### src/rtl/ixc_skid_pkg.sv
// ============================================================================
//  Module      : ixc_skid_pkg
//  Description : State encoding and occupancy helper for the ixc_skid_6 buffer.
//  Revision    : 1.0 - initial release
// ============================================================================
`default_nettype none

package ixc_skid_pkg;

    localparam int IXC_SKID_DEPTH = 2;

    typedef enum logic [1:0] {
        EMPTY = 2'd0,
        ONE   = 2'd1,
        FULL  = 2'd2
    } skid_state_t;

    function automatic logic [1:0] skid_occupancy(input skid_state_t s);
        logic [1:0] occ;
        occ = 2'd0;
        case (s)
            ONE:     occ = 2'd1;
            FULL:    occ = IXC_SKID_DEPTH[1:0];
            default: occ = 2'd0;
        endcase
        return occ;
    endfunction

endpackage

`default_nettype wire

### src/rtl/ixc_sat_cnt.sv
// ============================================================================
//  Module      : ixc_sat_cnt
//  Description : Saturating up-counter with synchronous clear.
//  Revision    : 1.0 - initial release
// ============================================================================
`default_nettype none

module ixc_sat_cnt #(
    parameter int W = 16
) (
    input  logic         clk,
    input  logic         rst,
    input  logic         inc_i,
    input  logic         clr_i,
    output logic [W-1:0] cnt_o
);

    logic [W-1:0] cnt_q;

    always_ff @(posedge clk) begin
        if (rst || clr_i) begin
            cnt_q <= '0;
        end else if (inc_i && (cnt_q != {W{1'b1}})) begin
            cnt_q <= cnt_q + 1'b1;
        end
    end

    assign cnt_o = cnt_q;

endmodule

`default_nettype wire

### src/rtl/ixc_skid_6.sv
// ============================================================================
//  Module      : ixc_skid_6
//  Description : 2-entry registered skid buffer feeding the ixc_assign_6 stage.
//                Optional statistics counters enabled by IXC_SKID_STATS_EN.
//  Revision    : 1.0 - initial release
// ============================================================================
`default_nettype none

module ixc_skid_6
    import ixc_skid_pkg::*;
#(
    parameter int WIDTH = 6
`ifdef IXC_SKID_STATS_EN
    ,
    parameter int CNT_W = 16
`endif
) (
    input  logic             clk,
    input  logic             rst,
    input  logic             in_valid,
    output logic             in_ready,
    input  logic [WIDTH-1:0] in_data,
    output logic             out_valid,
    input  logic             out_ready,
    output logic [WIDTH-1:0] out_data,
    output logic [1:0]       count
`ifdef IXC_SKID_STATS_EN
    ,
    output logic [CNT_W-1:0] xfer_cnt,
    output logic [CNT_W-1:0] stall_cnt
`endif
);

    skid_state_t      state_q;
    logic [WIDTH-1:0] head_q;
    logic [WIDTH-1:0] skid_q;

    logic w_in_fire;
    logic w_out_fire;

    // in_ready depends only on rst and state, never on out_ready.
    assign in_ready   = !rst && (state_q != FULL);
    assign out_valid  = (state_q != EMPTY);
    assign out_data   = head_q;
    assign count      = skid_occupancy(state_q);

    assign w_in_fire  = in_valid && in_ready;
    assign w_out_fire = out_valid && out_ready;

    always_ff @(posedge clk) begin
        if (rst) begin
            state_q <= EMPTY;
            head_q  <= '0;
            skid_q  <= '0;
        end else begin
            case (state_q)
                EMPTY: begin
                    if (w_in_fire) begin
                        state_q <= ONE;
                        head_q  <= in_data;
                    end
                end
                ONE: begin
                    if (w_in_fire && w_out_fire) begin
                        head_q  <= in_data;
                    end else if (w_in_fire) begin
                        state_q <= FULL;
                        skid_q  <= in_data;
                    end else if (w_out_fire) begin
                        state_q <= EMPTY;
                    end
                end
                FULL: begin
                    // Head drains first; the skid entry moves up behind it.
                    if (w_out_fire) begin
                        state_q <= ONE;
                        head_q  <= skid_q;
                    end
                end
                default: begin
                    state_q <= EMPTY;
                end
            endcase
        end
    end

`ifdef IXC_SKID_STATS_EN
    logic w_stall;
    assign w_stall = in_valid && !in_ready && !rst;

    ixc_sat_cnt #(
        .W     (CNT_W)
    ) u_xfer_cnt (
        .clk   (clk),
        .rst   (rst),
        .inc_i (w_out_fire),
        .clr_i (1'b0),
        .cnt_o (xfer_cnt)
    );

    ixc_sat_cnt #(
        .W     (CNT_W)
    ) u_stall_cnt (
        .clk   (clk),
        .rst   (rst),
        .inc_i (w_stall),
        .clr_i (1'b0),
        .cnt_o (stall_cnt)
    );
`endif

endmodule

`default_nettype wire
### config.mk
export PLATFORM = sky130hd
export DESIGN_NAME = ixc_skid_6
export DESIGN_NICKNAME = d
export VERILOG_FILES = /design/src/rtl/ixc_skid_pkg.sv /design/src/rtl/ixc_sat_cnt.sv /design/src/rtl/ixc_skid_6.sv
export SDC_FILE = /design/constraint.sdc
export NUM_CORES = 1
export LEC_CHECK = 0
export CORE_UTILIZATION = 46
export DETAILED_ROUTE_END_ITERATION = 10
export PLACE_DENSITY = 0.77
export SLEW_MARGIN = 5
export SYNTH_ARGS = -nofsm -noshare
export SYNTH_HDL_FRONTEND = slang
export SYNTH_SLANG_ARGS = --single-unit
### constraint.sdc
create_clock -name clk -period 1.65 [get_ports clk]
set_input_delay 0.33 -clock clk [delete_from_list [all_inputs] [get_ports clk]]
set_output_delay 0.33 -clock clk [all_outputs]
set_load 0.01 [all_outputs]
Word-level counts from Yosys, hierarchy flattened:

Index checks and enable logic that the tools add are counted.

* flip-flop bits (word level): 14
* bits of input ports: 10
* output and inout port bits: 10
* word-level logic and storage cells: 34

* equality and inequality tests: 8
* muxes and demuxes: 11
* bitwise logic cells: 1
* reduce and logical (&&, ||, !) cells: 11

Operator list (count)
* $mux W6: 3
* $pmux W6 S3: 1
* $mux W2: 5
* $ne A2 B2 Y1 const B: 5
* $reduce_and A4 Y1: 2
* $pmux W2 S3: 1
* $logic_and A1 B1 Y1: 4
* $pmux W2 S2: 1
* $ne A3 B3 Y1 const B: 1
* $reduce_and A3 Y1: 1
* $reduce_bool A3 Y1: 1
* $eq A2 B1 Y1 const B: 1
* $eq A2 B2 Y1 const B: 1
* $logic_not A2 Y1: 1
* $reduce_bool A2 Y1: 1
* $logic_not A1 Y1: 1
* $not A1 Y1: 1

Depth between registers and ports, before layout:

Gate-level depths: netlist of the first run.

* word-level depth: 6
* depth in mapped cells: 6
* depth with buffers taken out: 4

Worst setup path before layout of the first run:

No wires, ideal clock.

* kind: flip-flop to output port
* from: reg state_q[0]
* to: out in_ready
* arrival: 1.220 ns
* required time: 1.320 ns
* setup slack: 0.100 ns
* stages on the path, launching flop included: 6
* path buffers: 2
* path through: dfxtp_1 > buf_4 > nand2b_1 > clkbuf_1 > clkinv_1 > nor2_1

* longest elaborated chain between the ends: 2

Ends and longest elaborated chain
* start: declaration: line ixc_skid_6.sv:34 `skid_state_t state_q;`
* start signal: assignment: line ixc_skid_6.sv:52 `state_q <= EMPTY;`
* start signal: assignment: line ixc_skid_6.sv:59 `state_q <= ONE;`
* start signal: assignment: line ixc_skid_6.sv:67 `state_q <= FULL;`
* $ne A2 B2 Y1: line ixc_skid_6.sv:42 `assign in_ready = !rst && (state_q != FULL);`
* $logic_and A1 B1 Y1: line ixc_skid_6.sv:42
* end: declaration: line ixc_skid_6.sv:21 `output logic in_ready,`

No other way between the ends.

Worst setup path in the final report of the first run:

* from: in rst
* to: reg skid_q[3]

* longest elaborated chain between the ends: 6

Ends and longest elaborated chain
* start: declaration: line ixc_skid_6.sv:19 `input logic rst,`
* $logic_not A1 Y1: line ixc_skid_6.sv:42
* $logic_and A1 B1 Y1: line ixc_skid_6.sv:42
* $logic_and A1 B1 Y1: line ixc_skid_6.sv:47 `assign w_in_fire = in_valid && in_ready;`
* $logic_and A1 B1 Y1: line ixc_skid_6.sv:64 `if (w_in_fire && w_out_fire) begin`
* $not A1 Y1 (no line)
* $reduce_and A3 Y1 (no line)
* end signal: assignment: line ixc_skid_6.sv:68 `skid_q <= in_data;`
* end: declaration: line ixc_skid_6.sv:36 `logic [WIDTH-1:0] skid_q;`

Several ways; a longest one is shown, not always the timed one.
A chain may end at the register's enable or synchronous reset.

==> summary.txt, run 1 <==
Worst setup path
  • CP Capture Type: register
  • Crit path max fanout: 6
  • Worst setup path category: in2reg
  • Critical path's top delay family: buffers and inverters
  • Slowest stage delay, CP: 500 ps
  • Crit path cell chain: clkdlybuf4s50_1 -> buf_4 -> or3b_2 -> o21ai_0 -> a21oi_1
  • Worst EP required: 1830 ps
  • Buf/Inv on CP: 2
  • Worst path slowest cell: or3b_2
  • Critical path data arrival time: 1750 ps
  • Critical Path Source Type: input pin

Logic synthesis
  • Commonest cells post-synth: dfxtp_1, nand2_1, a21oi_1
  • Synth Area in XOR/XNOR: 0%
  • Fraction of the mapped netlist area in compound gates: 23.2%
  • Mapped Area: 743 µm²
  • Post-Synthesis Mean Instance Area: 8.85 µm²
  • Share of the synthesized area in the top cell type: 37.7%
  • Synth top area cells: dfxtp_1, a311oi_2, nand2_1, nor4_1, a21oi_1
  • Main combinational cell family by area after synthesis: simple AND/OR/NAND/NOR gates
  • YS warnings: 0
  • Asr flop ratio synth: 0%
  • Simple-Gate Fraction of Synth Area: 31.5%
  • Adder-cell share of the synthesized area: 0%
  • Synth area leader: dfxtp_1
  • Sequential fraction of the synthesis area: 37.7%
  • #FFs+latches synth: 14
  • Distinct cells, synth: 26
  • Mux cell area share after synthesis: 1.35%
  • Net Count, Synth: 94
  • EDFF count, synth: 0
  • Gate Count Post-Synth: 84
  • Top FF cell, synth: dfxtp_1
  • Top-count cell post-synth: dfxtp_1

CTS
  • Clock latency on the worst-skew pair: 290 ps
  • Clock sink count: 14
  • H-tree level count: 1
  • CTS clock-pin slew for the worst setup and hold paths: 90 ps
  • CTS tree: yes
  • Total CTS buffers: 3
  • Clock Tree Root: clkbuf_4
  • CTS Buffer Depth: 2
  • # hold bufs at CTS: 0

Layout
  • Final Cell Area: 1050 µm²
  • Share of cells above drive strength 1: 31.3%
  • Cell Count, Final, Fillers Out: 131
  • Area growth, synth to finish: 41.6%
  • # nets final: 126
  • ANT cells: 0

Pwr
  • Leak pwr: 0.399 nW
  • Pwr Density: 784 nW/µm²
  • Peak supply drop: 491 µV

Job
  • Maxcap violations: 0

Timing
  • Final setup viols: 0
  • Min Tclk post-route: 1570 ps
  • RSZ-0062 raised after global routing: false
  • Pins over their slew limit: 0
  • Final Skew: 7.91 ps
  • Setup tns final: 0 ps
  • Actual slew at the worst max-slew pin: 365 ps
  • Fmax: 637 MHz
  • Worst slew margin: 75.4%
  • Fin. Hold Viols: 0
  • Final Cycle Share: 95.1%

Die
  • Initial Utilization: 49.3%
  • Die area: 1780 µm²
  • Die height: 42.2 µm
  • CORE AREA: 1510 µm²
  • Die Wd: 42.2 µm
  • Io pins: 20
  • Cell Rows: 14

Detailed routing
  • DR vias/cell: 5.66
  • Antenna-violating nets left: 0
  • Drt pass-1 iters: 4
  • Drt total wl: 1740 µm
  • Drt wl/cell: 13.3 µm
  • DRC: 0
  • Vias: 741
  • Drt first-iter violations: 17

Hold path
  • HP Class: reg2reg

Global routing
  • Vias in the first global route: 697
  • Largest net degree at the start of global routing: 11
  • All-Layer GR Usage: 23.9%
  • First-pass GRT wire length: 3120 µm
  • Initial antenna violation count: 0
  • Remaining global-route overflow: 0

Place
  • Dpl cells: 126
  • Area after DPL: 1020 µm²
  • Routability cong.: 0.777
  • Port-buffer cells: 19
  • Post-DP HPWL: 1380 µm

Outcome
  • Status: completed
-- cell type report --
cell class | count | area (µm²)
repair buffers | 34 | 287
well taps | 16 | 20.0
flip-flops and latches | 14 | 284
multi-input cells | 62 | 422
clock buffers | 4 | 36.3
fillers | 117 | 454
inverters | 1 | 3.75
-- cells in the final DEF, fill, tap and decap left out --
| cell | count |
|---|---|
| clkdlybuf4s50_1 | 15 |
| buf_4 | 15 |
| nand2_1 | 13 |
| dfxtp_1 | 13 |
| a21oi_1 | 7 |
| nor4_1 | 6 |
| a311oi_2 | 6 |
| nand3_1 | 6 |
| o21ai_0 | 6 |
| clkbuf_4 | 3 |
| clkbuf_2 | 3 |
| nand2b_1 | 2 |
| nor2b_1 | 2 |
| nor2_1 | 2 |
| or3b_2 | 2 |
| clkinv_1 | 1 |
| or2_2 | 1 |
| nor4b_2 | 1 |
| and4bb_4 | 1 |
| and3b_1 | 1 |
| or3_4 | 1 |
| nand3b_1 | 1 |
| a211oi_1 | 1 |
| nor3b_1 | 1 |
| mux2i_1 | 1 |
| o21ba_2 | 1 |
| clkbuf_8 | 1 |
| dlygate4sd2_1 | 1 |
| dfxtp_4 | 1 |
-- power breakdown --
group / switching (mW) / internal (mW)
Clock: 0.119 / 0.135
Combinational: 0.0894 / 0.115
Sequential: 0.00968 / 0.357
Total: 0.218 / 0.607
-- metal layers --
metal	wire length, µm	vias to the layer above	GRT usage, %
met5	0	-	0
li1	-	373	-
met3	57	5	6.90
met1	761	348	28.2
met4	51	0	16.3
met2	870	15	36.9
-- state kept, by name, summed over array words and instances, names as in the netlist --
signal,flops
skid_q,6
state_q,2
out_data,6
-- cells by family after synthesis --
| logic type | count (synthesis) |
|---|---|
| mux | 1 |
| simple gates | 40 |
| compound gates | 21 |
| buf+inv | 8 |
| flops | 14 |
-- through the flow --
| stage | util [%] | hold slack [ps] | power (mW) | worst slack (ps) |
|---|---|---|---|---|
| after floorplan | - | 408 | 0.481 | 99.8 |
| after global placement | 67.4 | 461 | 0.575 | -264 |
| after detailed placement | 67.4 | 468 | 0.581 | -325 |
| after CTS | 70.8 | 482 | 0.838 | 6.33 |
| after global routing | 69.9 | 498 | 0.883 | 25.3 |
| final | 69.9 | 483 | 0.825 | 81.2 |
-- final timing paths --
path,from,endpoint,slack [ps],cells after the start
worst max-delay path,rst,skid_q[3],80,5
worst min-delay path,skid_q[0],skid_q[0],480,2
worst min register to register,skid_q[0],skid_q[0],480,2
worst max register to register,state_q[1],out_data[2],180,4
-- worst min-delay path: stages (launching register included) --
cell and delay, ps:
dfxtp_1 320, o21ai_0 70, a21oi_1 60
-- repair_timing --
item,4_1_cts,5_1_grt
setup endpoints to repair,5,3
gates resized for setup,10,3
buffers inserted,1,0
No activity file was read; power rests on OpenSTA's default activity.
==> run 2: changes to the inputs <==
--- a/config.mk
+++ b/config.mk
@@ -5,9 +5,10 @@
 export SDC_FILE = /design/constraint.sdc
 export NUM_CORES = 1
 export LEC_CHECK = 0
+export CAP_MARGIN = 20
 export CORE_UTILIZATION = 46
 export DETAILED_ROUTE_END_ITERATION = 10
-export PLACE_DENSITY = 0.77
+export PLACE_DENSITY_LB_ADDON = 0.25
 export SLEW_MARGIN = 5
 export SYNTH_ARGS = -nofsm -noshare
 export SYNTH_HDL_FRONTEND = slang
==> run 2 against run 1 <==
  * Power decreased by 9.1%
  * Maximum frequency decreased by 1.4%
  * Register-to-register slack barely moved
  * Largest power group unchanged
  * Critical endpoint is now count[1]
==> summary.txt, run 2 (synthesized netlist as in run 1, its figures left out) <==
Timing
  • RSZ-0062 raised after global routing: true
  • Pins over their slew limit: 0 (unchanged)
  • Final Cycle Share: 96.5% (+1.4 points)
  • Min Tclk post-route: 1590 ps (+22.9 ps)
  • Final setup viols: 0 (unchanged)
  • Final Skew: 11.1 ps (+3.24 ps)
  • Fmax: 628 MHz (-1.4%)
  • Worst slew margin: 70.6% (-4.8 points)
  • Slack of the critical path: 58.3 ps (-22.9 ps)
  • Actual slew at the worst max-slew pin: 437 ps (+72.0 ps)
  • Fin. Hold Viols: 0 (unchanged)

Outcome
  • Status: completed

Pwr
  • Clock share of power: 23.8% (-7.0 points)
  • Reg power frac: 49.0% (+4.5 points)
  • Pwr Density: 714 nW/µm² (-8.9%)
  • Combinational power share: 27.2% (+2.4 points)
  • Pwr Total: 0.750 mW (-9.1%)
  • Leak pwr: 0.399 nW (about the same)
  • Net load switching power: 0.193 mW (-12%)
  • Sw Share: 25.8% (-0.71 points)
  • Peak supply drop: 520 µV (+5.8%)
  • Internal power: 0.557 mW (-8.2%)

Detailed routing
  • Drt total wl: 1730 µm (-0.63%)
  • Drt wl/cell: 13.3 µm (+0.13%)
  • Antenna-violating nets left: 0 (unchanged)
  • Drt pass-1 iters: 4 (unchanged)
  • Drt first-iter violations: 21 (+4)
  • DRC: 0 (unchanged)
  • DR vias/cell: 5.51 (-2.6%)
  • Vias: 716 (-3.4%)

Global routing
  • Largest net degree at the start of global routing: 10 (-1)
  • Initial antenna violation count: 0 (unchanged)
  • First-pass GRT wire length: 2910 µm (-6.6%)
  • All-Layer GR Usage: 21.6% (-2.3 points)
  • Vias in the first global route: 678 (-2.7%)
  • Remaining global-route overflow: 0 (unchanged)

CTS
  • CTS Buffer Depth: 2 (unchanged)
  • Total CTS buffers: 3 (unchanged)
  • Clock Tree Root: clkbuf_4
  • # hold bufs at CTS: 0 (unchanged)
  • CTS clock-pin slew for the worst setup and hold paths: 60 ps (-30 ps)
  • Clock sink count: 14 (unchanged)
  • Clock latency on the worst-skew pair: 270 ps (-20 ps)
  • CTS tree: yes
  • Setup bufs post-CTS: 0 (-1)
  • H-tree level count: 1 (unchanged)

Die
  • Die height: 42.2 µm (unchanged)
  • Io pins: 20 (unchanged)
  • CORE AREA: 1510 µm² (unchanged)
  • Die area: 1780 µm² (unchanged)
  • Die Wd: 42.2 µm (unchanged)
  • Initial Utilization: 49.3% (unchanged)
  • Cell Rows: 14 (unchanged)

Layout
  • Area growth, synth to finish: 41.2%
  • Cell Count, Final, Fillers Out: 130 (-0.76%)
  • # nets final: 126 (unchanged)
  • Final core occ: 69.7% (-0.17 points)
  • Share of cells above drive strength 1: 27.2% (-4.1 points)
  • ANT cells: 0 (unchanged)
  • Commonest non-fill, non-tap cells in the layout: clkdlybuf4s50_1, dfxtp_1, buf_4
  • Fill cells: 130 (+11%)

Worst setup path
  • Worst EP required: 1320 ps (-510 ps)
  • Critical path's top delay family: buffers and inverters
  • Crit path max fanout: 7 (+1)
  • Critical Path Source Type: register
  • Worst path slowest cell: dfxtp_1
  • Critical path data arrival time: 1260 ps (-490 ps)
  • Worst setup path category: reg2out
  • CP Capture Type: primary output
  • Buf/Inv on CP: 3 (+1)
  • Crit path cell chain: nand2b_1 -> clkinv_1 -> buf_4 -> dlygate4sd2_1
  • Slowest stage delay, CP: 330 ps (-170 ps)

Place
  • Dpl cells: 127 (+0.79%)
  • Pre-CTS setup slack: -306 ps (+19.1 ps)
  • Port-buffer cells: 19 (unchanged)
  • Routability cong.: 0.831 (+6.9%)
  • Post-DP HPWL: 1420 µm (+2.7%)

Hold path
  • HP Class: reg2reg

Job
  • Maxcap violations: 0 (unchanged)
-- run 2: changes by cell type in the layout (fill, tap and decap cells not counted) --
cell	change
buf_4	-1
dfxtp_4	-1
clkbuf_8	-1
clkbuf_2	-3
clkdlybuf4s50_1	-1
dfxtp_1	+1
buf_6	+1
dlygate4sd2_1	+3
clkdlybuf4s15_1	+1
-- run 2: worst min-delay path, cell delays in order (launching register included) --
cell	delay, ps
dfxtp_1	310
o21ai_0	70
a21oi_1	70
-- run 2: path summary, 6_finish.rpt --
check | start | to | slack [ps] | depth (start not counted)
min | skid_q[1] | skid_q[1] | 490 | 2
max | state_q[0] | count[1] | 60 | 4
min reg2reg | skid_q[1] | skid_q[1] | 490 | 2
max reg2reg | state_q[1] | out_data[3] | 190 | 5
-- run 2: routing by layer --
metal / track usage (%) / routed length [µm] / vias up
li1: - / - / 369
met1: 24.4 / 748 / 332
met2: 37.5 / 900 / 13
met3: 7.76 / 66 / 2
met4: 6.88 / 14 / 0
met5: 0 / 0 / -
-- run 2: power groups by stage --
stage	Combinational, mW	Sequential [mW]	Clock (mW)
final	0.204	0.367	0.178
after global routing	0.219	0.370	0.200
after CTS	0.204	0.367	0.184
after detailed placement	0.206	0.375	0
after global placement	0.202	0.373	0
after floorplan	0.101	0.380	0
-- run 2: layout make-up --
class                   count  area (µm²)  share of cell area, %
repair buffers             34         302                   28.7
well taps                  16        20.0                   1.91
clock buffers               3        22.5                   2.15
multi-input cells          62         422                   40.2
flip-flops and latches     14         280                   26.7
inverters                   1        3.75                  0.358
-- run 2: repair_timing --
| action | in CTS | in global routing |
|---|---|---|
| pin swaps | 0 | 0 |
| endpoints found under the setup margin | 10 | 2 |
| gates cloned | 0 | 0 |
| gates resized for setup | 7 | 1 |
-- run 2: metrics by stage --
stage | instance area (µm²) | TNS [ps] | hold WS, ps
after floorplan | 743 | 0 | 408
after global placement | 1020 | -3000 | 479
after detailed placement | 1020 | -3370 | 480
after CTS | 1050 | 0 | 491
after global routing | 1050 | -8.70 | 520
final | 1050 | 0 | 492
==> run 3: changes to the inputs <==
--- a/config.mk
+++ b/config.mk
@@ -5,8 +5,9 @@
 export SDC_FILE = /design/constraint.sdc
 export NUM_CORES = 1
 export LEC_CHECK = 0
+export ABC_AREA = 1
 export CAP_MARGIN = 20
-export CORE_UTILIZATION = 46
+export CORE_UTILIZATION = 47
 export DETAILED_ROUTE_END_ITERATION = 10
 export PLACE_DENSITY_LB_ADDON = 0.25
 export SLEW_MARGIN = 5
==> run 3 against run 2 <==
  * Maximum frequency increased by 6.2%
  * Via count increased by 5.7%
  * Clock skew fell by 8.1 ps
  * Non-clock buffer count decreased by 5
  * Sequential cell count did not move
  * Sequential share of layout area is 0.41 points lower
==> summary.txt, run 3 <==
CTS
  • Clock sink count: 14 (unchanged)
  • CTS clock-pin slew for the worst setup and hold paths: 80 ps (+20 ps)
  • Clock latency on the worst-skew pair: 280 ps (about the same)
  • Clock Tree Root: clkbuf_4
  • Setup bufs post-CTS: 0 (unchanged)
  • Total CTS buffers: 3 (unchanged)
  • CTS Buffer Depth: 2 (unchanged)
  • H-tree level count: 1 (unchanged)
  • CTS tree: yes

Detailed routing
  • Vias: 757 (+5.7%)
  • DRC: 0 (unchanged)
  • Drt total wl: 1510 µm (-13%)
  • Drt pass-1 iters: 4 (unchanged)
  • Drt first-iter violations: 12 (-43%)
  • Antenna-violating nets left: 0 (unchanged)
  • Drt wl/cell: 9.28 µm (-30%)
  • DR vias/cell: 4.64 (-16%)

Timing
  • Min Tclk post-route: 1500 ps (-93.1 ps)
  • Final Skew: 3.01 ps (-8.14 ps)
  • Final Cycle Share: 90.8% (-5.6 points)
  • Fmax: 667 MHz (+6.2%)
  • Final setup viols: 0 (unchanged)
  • Slack of the critical path: 151 ps (+93.1 ps)
  • Pins over their slew limit: 0 (unchanged)
  • Fin. Hold Viols: 0 (unchanged)
  • Worst slew margin: 84.4% (+14 points)
  • RSZ-0062 raised after global routing: false
  • Actual slew at the worst max-slew pin: 234 ps (-203 ps)
  • Hold Slack: 486 ps (-6.18 ps)

Logic synthesis
  • Asr flop ratio synth: 0% (unchanged)
  • Share of the synthesized area in the top cell type: 34.5% (-3.2 points)
  • Distinct cells, synth: 20 (-23%)
  • Top FF cell, synth: dfxtp_1
  • Net Count, Synth: 130 (+38%)
  • Synth top area cells: dfxtp_1, nand2_1, nor2_1, nand3_1, inv_1
  • Synth area leader: dfxtp_1
  • Mapped Area: 812 µm² (+9.3%)
  • Commonest cells post-synth: nand2_1, nor2_1, dfxtp_1, inv_1, nand3_1
  • Sequential fraction of the synthesis area: 34.5% (-3.2 points)
  • Gate Count Post-Synth: 120 (+43%)
  • Post-Synthesis Mean Instance Area: 6.77 µm² (-24%)
  • YS warnings: 0 (unchanged)
  • EDFF count, synth: 0 (unchanged)
  • #FFs+latches synth: 14 (unchanged)
  • Top-count cell post-synth: nand2_1

Global routing
  • Vias in the first global route: 655 (-3.4%)
  • First-pass GRT wire length: 2680 µm (-8.0%)
  • All-Layer GR Usage: 18.8% (-2.8 points)
  • Initial antenna violation count: 0 (unchanged)
  • Largest net degree at the start of global routing: 13 (+3)
  • Remaining global-route overflow: 0 (unchanged)

Layout
  • Commonest non-fill, non-tap cell in the layout: nand2_1
  • Commonest non-fill, non-tap cells in the layout: nand2_1, nor2_1, clkdlybuf4s50_1
  • Area growth, synth to finish: 34.8%
  • Fill cells: 140 (+7.7%)
  • Final Cell Area: 1090 µm² (+4.3%)
  • ANT cells: 0 (unchanged)
  • Share of cells above drive strength 1: 23.1% (-4.1 points)
  • Cell Count, Final, Fillers Out: 163 (+25%)
  • # nets final: 159 (+26%)

Die
  • Cell Rows: 14 (unchanged)
  • Io pins: 20 (unchanged)
  • CORE AREA: 1560 µm² (+3.5%)
  • Die height: 43.6 µm (+3.2%)
  • Die Wd: 43.6 µm (+3.2%)
  • Die area: 1900 µm² (+6.6%)
  • Initial Utilization: 52.1% (+2.8 points)

Pwr
  • Leak pwr: 0.565 nW (+42%)
  • Pwr Density: 678 nW/µm² (-5.1%)
  • Peak supply drop: 428 µV (-18%)

Worst setup path
  • Critical Path Source Type: register
  • Worst setup path category: reg2out
  • Critical path's top delay family: buffers and inverters
  • Buf/Inv on CP: 1 (-2)
  • Worst path slowest cell: clkdlybuf4s50_1
  • Crit path max fanout: 2 (-5)
  • Worst EP required: 1320 ps (about the same)
  • Slowest stage delay, CP: 540 ps (+210 ps)
  • Crit path cell chain: clkdlybuf4s50_1
  • CP Capture Type: primary output
  • Critical path data arrival time: 1170 ps (-90 ps)

Place
  • Post-DP HPWL: 1180 µm (-17%)
  • Area after DPL: 1060 µm² (+3.7%)
  • Dpl cells: 160 (+26%)
  • Port-buffer cells: 19 (unchanged)
  • Routability cong.: 0.761 (-8.4%)
  • Pre-CTS setup slack: -73.6 ps (+232 ps)

Outcome
  • Status: completed

Job
  • Maxcap violations: 0 (unchanged)

Hold path
  • HP Class: reg2reg
[run 3: cell types whose count changed in the layout (fill, tap and decap cells not counted), moves of 5 or more]
cell / before / now
a21oi_1: 7 / 1
a21oi_2: 0 / 6
a311oi_2: 6 / 0
buf_4: 14 / 9
inv_1: 0 / 14
nand2_1: 13 / 32
nand3_1: 6 / 12
nor2_1: 2 / 21
nor4_1: 6 / 0
o21ai_0: 6 / 1
[run 3: kinds of logic (layout without fill, tap and decap cells)]
kind of cell | after synthesis | in the layout | share of synthesized area, %
flops | 14 | 14 | 34.5
simple gates | 73 | 73 | 41.8
buf+inv | 24 | 51 | 15.1
compound gates | 9 | 9 | 8.63
[run 3: area by class of cell]
type,count,area (µm²),area share (%)
Timing Repair Buffer,29,277,25.3
Tap cell,16,20.0,1.83
Clock buffer,3,22.5,2.06
Inverter,19,76.3,6.97
Multi-Input combinational cell,82,412,37.6
Sequential cell,14,288,26.3
[run 3: where the power goes]
part	internal, mW	switching [mW]	leakage [nW]
Clock	0.0847	0.112	0.0138
Combinational	0.0928	0.0843	0.436
Sequential	0.354	0.0139	0.116
[run 3: worst min-delay path, cell delays in order (launching register included)]
cell,delay (ps)
dfxtp_1,330
nor2_1,50
nor2_1,80
[run 3: worst paths after layout]
path          startpoint           to  slack, ps  cells past startpoint
max          out_data[0]  out_data[0]        150                      1
min            skid_q[4]    skid_q[4]        490                      2
max reg2reg   state_q[1]  out_data[5]        400                      7
min reg2reg    skid_q[4]    skid_q[4]        490                      2
[run 3: layer usage]
metal | global-route usage (%) | up-vias | share of wire, %
met1 | 25.3 | 315 | 47
met2 | 30.1 | 19 | 47
li1 | - | 420 | -
met5 | 0 | - | 0
met3 | 3.75 | 3 | 4.3
met4 | 5.63 | 0 | 1.3
[run 3: what timing repair did]
item                                    4_1_cts  5_1_grt
hold buffers                                  0        0
endpoints found under the setup margin        4        1
pin swaps                                     0        0
resized for setup                             9        1
[run 3: stage by stage]
stage	power, mW	util, %	TNS, ps
5_1_grt	0.782	70.2	0
3_5_place_dp	0.558	68.1	-218
2_1_floorplan	0.478	-	0
6_report	0.742	70.2	0
4_1_cts	0.748	70.1	0
3_3_place_gp	0.554	68.1	-61.6
